$ cat src/rtl/vga_line_fetch_scheduler.sv
// Shares the single-port frame-buffer SRAM between display line prefetch and
// the edge-detection writer, filling a ping-pong line buffer one line ahead.
module vga_line_fetch_scheduler #(
    parameter int HACTIVE        = 640,
    parameter int VACTIVE        = 480,
    parameter int VTOTAL         = 525,
    parameter int PIX_PER_WORD   = 4,
    parameter int WORDS_PER_LINE = HACTIVE / PIX_PER_WORD,
    parameter int ADDR_W         = 17,
    parameter int DATA_W         = 32,
    parameter int LB_AW          = 8
) (
    input  logic              vgaClk,
    input  logic              nrst,
    input  logic [9:0]        hCount,
    input  logic [9:0]        vCount,
    input  logic              wrReq,
    input  logic [ADDR_W-1:0] wrAddr,
    input  logic [DATA_W-1:0] wrData,
    output logic              wrGnt,
    output logic [ADDR_W-1:0] memAddr,
    output logic              memWe,
    output logic [DATA_W-1:0] memWdata,
    input  logic [DATA_W-1:0] memRdata,
    output logic              lbWe,
    output logic              lbBank,
    output logic [LB_AW-1:0]  lbAddr,
    output logic [DATA_W-1:0] lbData,
    output logic              busy,
    output logic              underrun
);

    localparam logic [9:0]       V_LAST   = 10'(VTOTAL - 1);
    localparam logic [9:0]       V_ACT_M1 = 10'(VACTIVE - 1);
    localparam logic [LB_AW-1:0] K_LAST   = LB_AW'(WORDS_PER_LINE - 1);

    typedef enum logic [1:0] {
        IDLE,
        FETCH,
        DRAIN
    } state_t;

    state_t             state_q, state_d;
    logic [ADDR_W-1:0]  base_q, base_d;
    logic               bank_q, bank_d;
    logic [LB_AW-1:0]   k_q, k_d;
    logic               toggle_q, toggle_d;
    logic               underrun_q, underrun_d;
    logic               rdValid_q, rdValid_d;
    logic [LB_AW-1:0]   rdIdx_q, rdIdx_d;
    logic               rdBank_q, rdBank_d;

    logic               targetValid;
    logic [9:0]         targetLine;
    logic [ADDR_W-1:0]  targetBase;
    logic               trigger;
    logic               inFetch;
    logic               dispRead;

    // The last blanking line prefetches line 0 of the next frame.
    always_comb begin
        targetValid = 1'b0;
        targetLine  = '0;
        if (vCount == V_LAST) begin
            targetValid = 1'b1;
            targetLine  = '0;
        end else if (vCount < V_ACT_M1) begin
            targetValid = 1'b1;
            targetLine  = vCount + 10'd1;
        end
    end

    assign targetBase = ADDR_W'(32'(targetLine) * WORDS_PER_LINE);
    assign trigger    = (hCount == 10'd0) && targetValid;

    // toggle_q low means display owns the next contended slot.
    assign inFetch  = (state_q == FETCH);
    assign dispRead = inFetch && (!wrReq || !toggle_q);
    assign wrGnt    = nrst && wrReq && !dispRead;

    always_comb begin
        memAddr  = '0;
        memWe    = 1'b0;
        memWdata = '0;
        if (wrGnt) begin
            memAddr  = wrAddr;
            memWe    = 1'b1;
            memWdata = wrData;
        end else if (dispRead) begin
            memAddr  = base_q + ADDR_W'(k_q);
        end
    end

    // A new trigger always restarts the fetch, even over one in progress.
    always_comb begin
        state_d    = state_q;
        base_d     = base_q;
        bank_d     = bank_q;
        k_d        = k_q;
        toggle_d   = toggle_q;
        underrun_d = underrun_q;

        if (inFetch && wrReq) begin
            toggle_d = ~toggle_q;
        end

        case (state_q)
            IDLE: begin
                state_d = IDLE;
            end
            FETCH: begin
                if (dispRead) begin
                    k_d = k_q + LB_AW'(1);
                    if (k_q == K_LAST) begin
                        state_d = DRAIN;
                    end
                end
            end
            DRAIN: begin
                state_d = IDLE;
            end
            default: begin
                state_d = IDLE;
            end
        endcase

        if (trigger) begin
            state_d  = FETCH;
            base_d   = targetBase;
            bank_d   = targetLine[0];
            k_d      = '0;
            toggle_d = 1'b0;
            if (state_q != IDLE) begin
                underrun_d = 1'b1;
            end
        end
    end

    // Read return tracking keeps the bank/index of the read that was issued,
    // so an abandoned fetch still lands its final word correctly.
    always_comb begin
        rdValid_d = dispRead;
        rdIdx_d   = rdIdx_q;
        rdBank_d  = rdBank_q;
        if (dispRead) begin
            rdIdx_d  = k_q;
            rdBank_d = bank_q;
        end
    end

    always_ff @(posedge vgaClk or negedge nrst) begin
        if (!nrst) begin
            state_q    <= IDLE;
            base_q     <= '0;
            bank_q     <= 1'b0;
            k_q        <= '0;
            toggle_q   <= 1'b0;
            underrun_q <= 1'b0;
            rdValid_q  <= 1'b0;
            rdIdx_q    <= '0;
            rdBank_q   <= 1'b0;
        end else begin
            state_q    <= state_d;
            base_q     <= base_d;
            bank_q     <= bank_d;
            k_q        <= k_d;
            toggle_q   <= toggle_d;
            underrun_q <= underrun_d;
            rdValid_q  <= rdValid_d;
            rdIdx_q    <= rdIdx_d;
            rdBank_q   <= rdBank_d;
        end
    end

    assign lbWe     = rdValid_q;
    assign lbAddr   = rdIdx_q;
    assign lbBank   = rdBank_q;
    assign lbData   = memRdata;
    assign busy     = (state_q != IDLE);
    assign underrun = underrun_q;

endmodule

$ cat config.mk
export PLATFORM = sky130hd
export DESIGN_NAME = vga_line_fetch_scheduler
export DESIGN_NICKNAME = d
export VERILOG_FILES = /design/src/rtl/vga_line_fetch_scheduler.sv
export SDC_FILE = /design/constraint.sdc
export NUM_CORES = 1
export LEC_CHECK = 0
export CAP_MARGIN = 25
export CORE_UTILIZATION = 37
export DETAILED_ROUTE_END_ITERATION = 7
export GPL_TIMING_DRIVEN = 1
export PLACE_DENSITY = 0.85
export SLEW_MARGIN = 25
export SYNTH_ARGS = -nofsm -noshare
export SYNTH_HDL_FRONTEND = slang
export SYNTH_SLANG_ARGS = --single-unit
$ cat constraint.sdc
create_clock -name vgaClk -period 2.3 [get_ports vgaClk]
set_clock_uncertainty 0.15 [all_clocks]
set_input_delay 0.46 -clock vgaClk [delete_from_list [all_inputs] [get_ports vgaClk]]
set_output_delay 0.46 -clock vgaClk [all_outputs]
set_load 0.02 [all_outputs]
# ---- After elaboration in Yosys (flattened, before gate mapping)
# Index checks and enable logic that the tools add are counted.
dict set report op_classes {
  addsub 3
  mul 1
  magnitude_cmp 1
  eq_ne 5
  n_mux 17
  bitwise_logic 1
  n_reduce_logical 17
}
# op count
set ops {}
lappend ops {{17-bit two-way mux} 2}
lappend ops {{32-bit two-way mux} 1}
lappend ops {{8-bit two-way mux} 3}
lappend ops {{10-bit two-way mux} 2}
lappend ops {{17-bit by 8-bit adder with 17-bit output} 1}
lappend ops {{10-bit by 3-bit multiplier with 12-bit output, second input constant} 1}
lappend ops {{10-bit by 1-bit adder with 10-bit output, second input constant} 1}
lappend ops {{10-bit equality test, second input constant} 1}
lappend ops {{10-bit zero test} 1}
lappend ops {{10-bit by 9-bit less-than comparator with 1-bit output, second input constant} 1}
lappend ops {{8-bit by 1-bit adder with 8-bit output, second input constant} 1}
lappend ops {{8-bit equality test, second input constant} 1}
lappend ops {{2-bit two-way mux} 4}
lappend ops {{2-bit nonzero test} 4}
lappend ops {{3-bit by 2-bit inequality test with 1-bit output, second input constant} 2}
lappend ops {{2-bit AND reduction} 3}
lappend ops {{1-bit logical AND} 5}
lappend ops {{1-bit two-way mux} 5}
lappend ops {{1-bit zero test} 3}
lappend ops {{2-bit by 1-bit equality test with 1-bit output, second input constant} 1}
lappend ops {{1-bit logical OR} 1}
lappend ops {{1-bit NOT} 1}
dict set report word_totals {
  register_bits 35
  out_inout_bits 95
  wordCells 54
}

# ---- Longest topological paths before layout
dict set report depth {
  depth_word 6
  mapped_depth 14
}

# ---- Worst setup path before layout
# Ideal clock, no wire load.
dict set report synth_path {
  path_type {in2reg}
  start {in vCount[0]}
  end {reg base_q[14]}
  setup_time_ns 0.119
  arrival_time_ns 2.860
  required_time_ns 2.031
  setup_slack_ns -0.829
  cell_stages 13
  n_path_buf 1
  path_cell_list {ha_1 a41oi_1 nor2_2 a21o_1 buf_2 nor2_1 ha_1 fa_1 a21oi_1 or2_2 and2_1 xor2_1 o21ai_2}
}
dict set report synth_between {
  elab_chain_len 4
}
# element line
set synth_lines {}
lappend synth_lines {{start: declaration} 16} ;# input logic [9:0] vCount,
lappend synth_lines {{10-bit by 1-bit adder with 10-bit output or 10-bit by 9-bit less-than comparator with 1-bit output (tied branches)} {69, 67}}
lappend synth_lines {{10-bit two-way mux or 1-bit two-way mux (tied branches)} 67} ;# end else if (vCount < V_ACT_M1) begin
lappend synth_lines {{10-bit two-way mux or 1-bit two-way mux (tied branches)} 64} ;# if (vCount == V_LAST) begin
lappend synth_lines {{10-bit by 3-bit multiplier with 12-bit output or 1-bit logical AND (tied branches)} {73, 74}}
lappend synth_lines {{end signal: assignment} 164} ;# base_q <= base_d;
lappend synth_lines {{end: declaration} 44} ;# logic [ADDR_W-1:0] base_q, base_d;
# Parallel ways exist; a longest one is shown, timed or not.
# A chain may end at the register's enable or synchronous reset.

# ---- Worst setup path after layout
# Same ends and word-level chain as after synthesis.

==> impl_metrics.toml <==
[run_status]
status = "complete, but fails checks"
violations = "setup timing"

[detailed_routing]
highest_layer = "met4"
wl_per_cell_um = 17.9
antenna_left = 0
dr.pass1.iters = 4
vias = 3497
via_per_inst = 5.32
route.detailed.drc = 0
wl_met3_um = 896
met2_length_mm = 6.27
wirelength_met1_mm = 3.90
drt-initial-drc-count = 235
wl_mm = 11.7

[power_and_ir_drop]
p_clk_share_pct = 29.1
p_int_mw = 1.37
swShare_pct = 29.7
p_leak_nw = 2.60
power.density_nw_per_um2 = 350
power_frac_seq_pct = 33.9
power.switching_uw = 578
ir_drop_v = 0.000213
comb_power_share_pct = 36.9

[critical_path]
reg2regPathDepth = 8
critPathRequiredTime_ns = 2.32
crit_type = "in2reg"
cp_max_fo = 8
timing.rr.start = "state_q[1]"
r2r_setup_slack_ns = 0.23
cp-start-kind = "input port"
timing.rr.end = "k_q[4]"
crit_arrival_ns = 2.81
endpoint_kind = "flop"

[placed_design]
numPortBuffers = 134
finalWeightedCongestion = 0.893
hpwl_mm = 7.18
dp_cells = 619
dpl_cell_area_sq_um = 4730

[clocking]
cts.sinks = 34
postCtsHoldBufs = 0
path_clk_slew_ns = 0.07
htreeDepth = 2
numCtsBuffers = 5
clk_path_buf_depth = 2
clk_latency_ns = 0.29
cts_tree = "yes"
cts_root_buffer = "clkbuf_8"

[run]
cap_violations = 0

[sta]
setup_ws_ns = -0.485
clock.fmax_mhz = 359
rsz0062_at_grt = "true"
period_share_pct = 121
setup_viol_count_final = 66
post-route-min-period_ns = 2.79
report.final.slew_viol_count = 0
finalSetupTns_ns = -8.41
finalHoldViolCount = 0
timing.hold.ws_ns = 0.266

[yosys]
synth_adder_area_share_pct = 8.03
synth_mux_area_share_pct = 0.669
synth_area_sq_um = 2990
synth_seq_area_share_pct = 28.4
ys_types = 50
synth_xor_area_share_pct = 9.08
yosys_register_bits = 34
synth_compound_area_share_pct = 11.9
synth-simple-area-share_pct = 29.6
synth.net_count = 491
synth_top_family_by_area = "simple AND/OR/NAND/NOR gates"
synthCells = 369
syn_area_per_cell_sq_um = 8.11
yosysWarnings = 0

[floorplan]
start_util_pct = 38.5
die_area_sq_um = 8450
core_sq_um = 7770
rows = 32
io_pins = 199
die_height_um = 91.9
die_w_um = 91.9

[global_routing]
first_global_vias = 3358
grt_pass1_wl_mm = 15.7
antenna_found_initial = 1
gr-total-overflow = 0
grt_util_all_layers_pct = 23.5
grt_max_degree = 35

[layout]
fin_cells = 657
syn2layout_area_growth_pct = 86.3
nets = 677
fillCellCount = 459
finalInstanceArea_sq_um = 5570
drive_gt1_share_pct = 44.3
antennaDiodeCount = 0

[worst_hold_path]
holdCritPathClass = "in2async"
placed cells by master, fill, tap and decap left out, drive strengths merged, types with 5 or more instances in the layout:
cell type / synthesis / layout
o21ai: 20 / 20
nor2: 23 / 23
ha: 16 / 16
and3: 5 / 5
xnor2: 12 / 12
nor3: 5 / 5
a21o: 7 / 7
a21oi: 9 / 9
buf: 41 / 146
dfrtp: 34 / 34
clkdlybuf4s50: 0 / 71
nand2: 70 / 70
nand4: 6 / 6
nand3: 11 / 11
and2: 39 / 39
xor2: 19 / 19
clkbuf: 8 / 9
power groups by stage:
stage	Combinational (mW)	Clock, mW	Sequential, mW
after global routing	0.770	0.593	0.663
final	0.720	0.568	0.661
after detailed placement	0.594	0	0.666
after floorplan	0.333	0	0.669
after global placement	0.581	0	0.663
after CTS	0.632	0.559	0.655
cells by family (layout without fill, tap and decap cells):
logic type,after synthesis,count (layout)
AND/OR/NAND/NOR,177,177
multiplexers,2,2
adder cells (fa/ha/maj),18,18
other,1,1
AO/OA/AOI/OAI,52,52
flip-flops,34,34
buffers and inverters,54,240
XOR/XNOR,31,31
how the worst max path moves through the flow:
| stage | start | endpoint | slack [ns] |
|---|---|---|---|
| floorplan | vCount[0] | base_q[14] | -0.43 |
| global placement | vCount[0] | base_q[14] | -1.01 |
| detailed placement | vCount[0] | base_q[15] | -1.13 |
| CTS | vCount[1] | base_q[14] | -0.47 |
| global route | vCount[0] | base_q[12] | -0.57 |
| finish | vCount[0] | base_q[14] | -0.49 |
synth_stat cells, drive strengths merged:
cell | count | area, sq um
nand2 | 70 | 270
buf | 41 | 317
and2 | 39 | 245
dfrtp | 34 | 851
nor2 | 23 | 88.8
o21ai | 20 | 104
xor2 | 19 | 166
ha | 16 | 200
xnor2 | 12 | 105
nand3 | 11 | 55.1
a21oi | 9 | 45.0
clkbuf | 8 | 30.0
a21o | 7 | 55.1
nand4 | 6 | 37.5
and3 | 5 | 31.3
inv | 5 | 18.8
nor3 | 5 | 25.0
a22o | 4 | 35.0
nor4 | 4 | 31.3
a21boi | 3 | 22.5
o21a | 3 | 22.5
o31ai | 3 | 37.5
fa | 2 | 40.0
mux2i | 2 | 20.0
nor2b | 2 | 12.5
or2 | 2 | 12.5
or3 | 2 | 12.5
a221o | 1 | 10.0
a221oi | 1 | 15.0
a41oi | 1 | 8.76
and2b | 1 | 7.51
and3b | 1 | 8.76
and4 | 1 | 8.76
conb | 1 | 3.75
nand2b | 1 | 6.26
nand3b | 1 | 7.51
nand4b | 1 | 8.76
nor3b | 1 | 7.51
or2b | 1 | 7.51
sequential cells by signal (all words and copies together) (netlist names):
register and cells:
lbBank 1, lbWe 1, toggle_q 1, underrun 1, k_q 8, base_q 12, state_q 2, lbAddr 8
critical path: stages:
cell and delay (ns):
buf_8 0.08, ha_4 0.14, a41oi_4 0.13, nor2_4 0.12, a21o_1 0.19, buf_12 0.14
nor2_4 0.04, buf_6 0.12, ha_4 0.15, ha_4 0.16, fa_2 0.41, a21oi_4 0.15
or2_4 0.15, and2_4 0.15, xor2_2 0.15, o21ai_2 0.06
through the flow:
stage | power (mW) | worst slack (ns) | utilization, %
after CTS | 1.85 | -0.473 | 66.6
after global routing | 2.03 | -0.575 | 71.8
after floorplan | 1.00 | -0.428 | -
after detailed placement | 1.26 | -1.13 | 60.9
after global placement | 1.24 | -1.01 | 60.9
final | 1.95 | -0.485 | 71.8
layer usage:
layer  global-route usage, %  vias to the layer above
met2                    44.7                      223
met3                    5.14                       74
met5                       0                        -
li1                        -                     1568
met1                    24.8                     1632
met4                    9.38                        0
repair_timing:
action / in CTS / in global routing
gates cloned: 4 / 2
setup buffers: 22 / 7
gates resized for setup: 266 / 151
pin swaps: 36 / 48
setup endpoints to repair: 59 / 68
final cells by class:
| class | instances | area [sq um] | area share [%] |
|---|---|---|---|
| tap | 102 | 128 | 2.29 |
| timing repair buffer | 228 | 2220 | 39.8 |
| inverter | 5 | 22.5 | 0.404 |
| clock buffer | 6 | 82.6 | 1.48 |
| multi-input combinational | 281 | 2240 | 40.2 |
| sequential | 34 | 853 | 15.3 |
| clock inverter | 1 | 30.0 | 0.539 |
(Power assumes the default switching activity.)
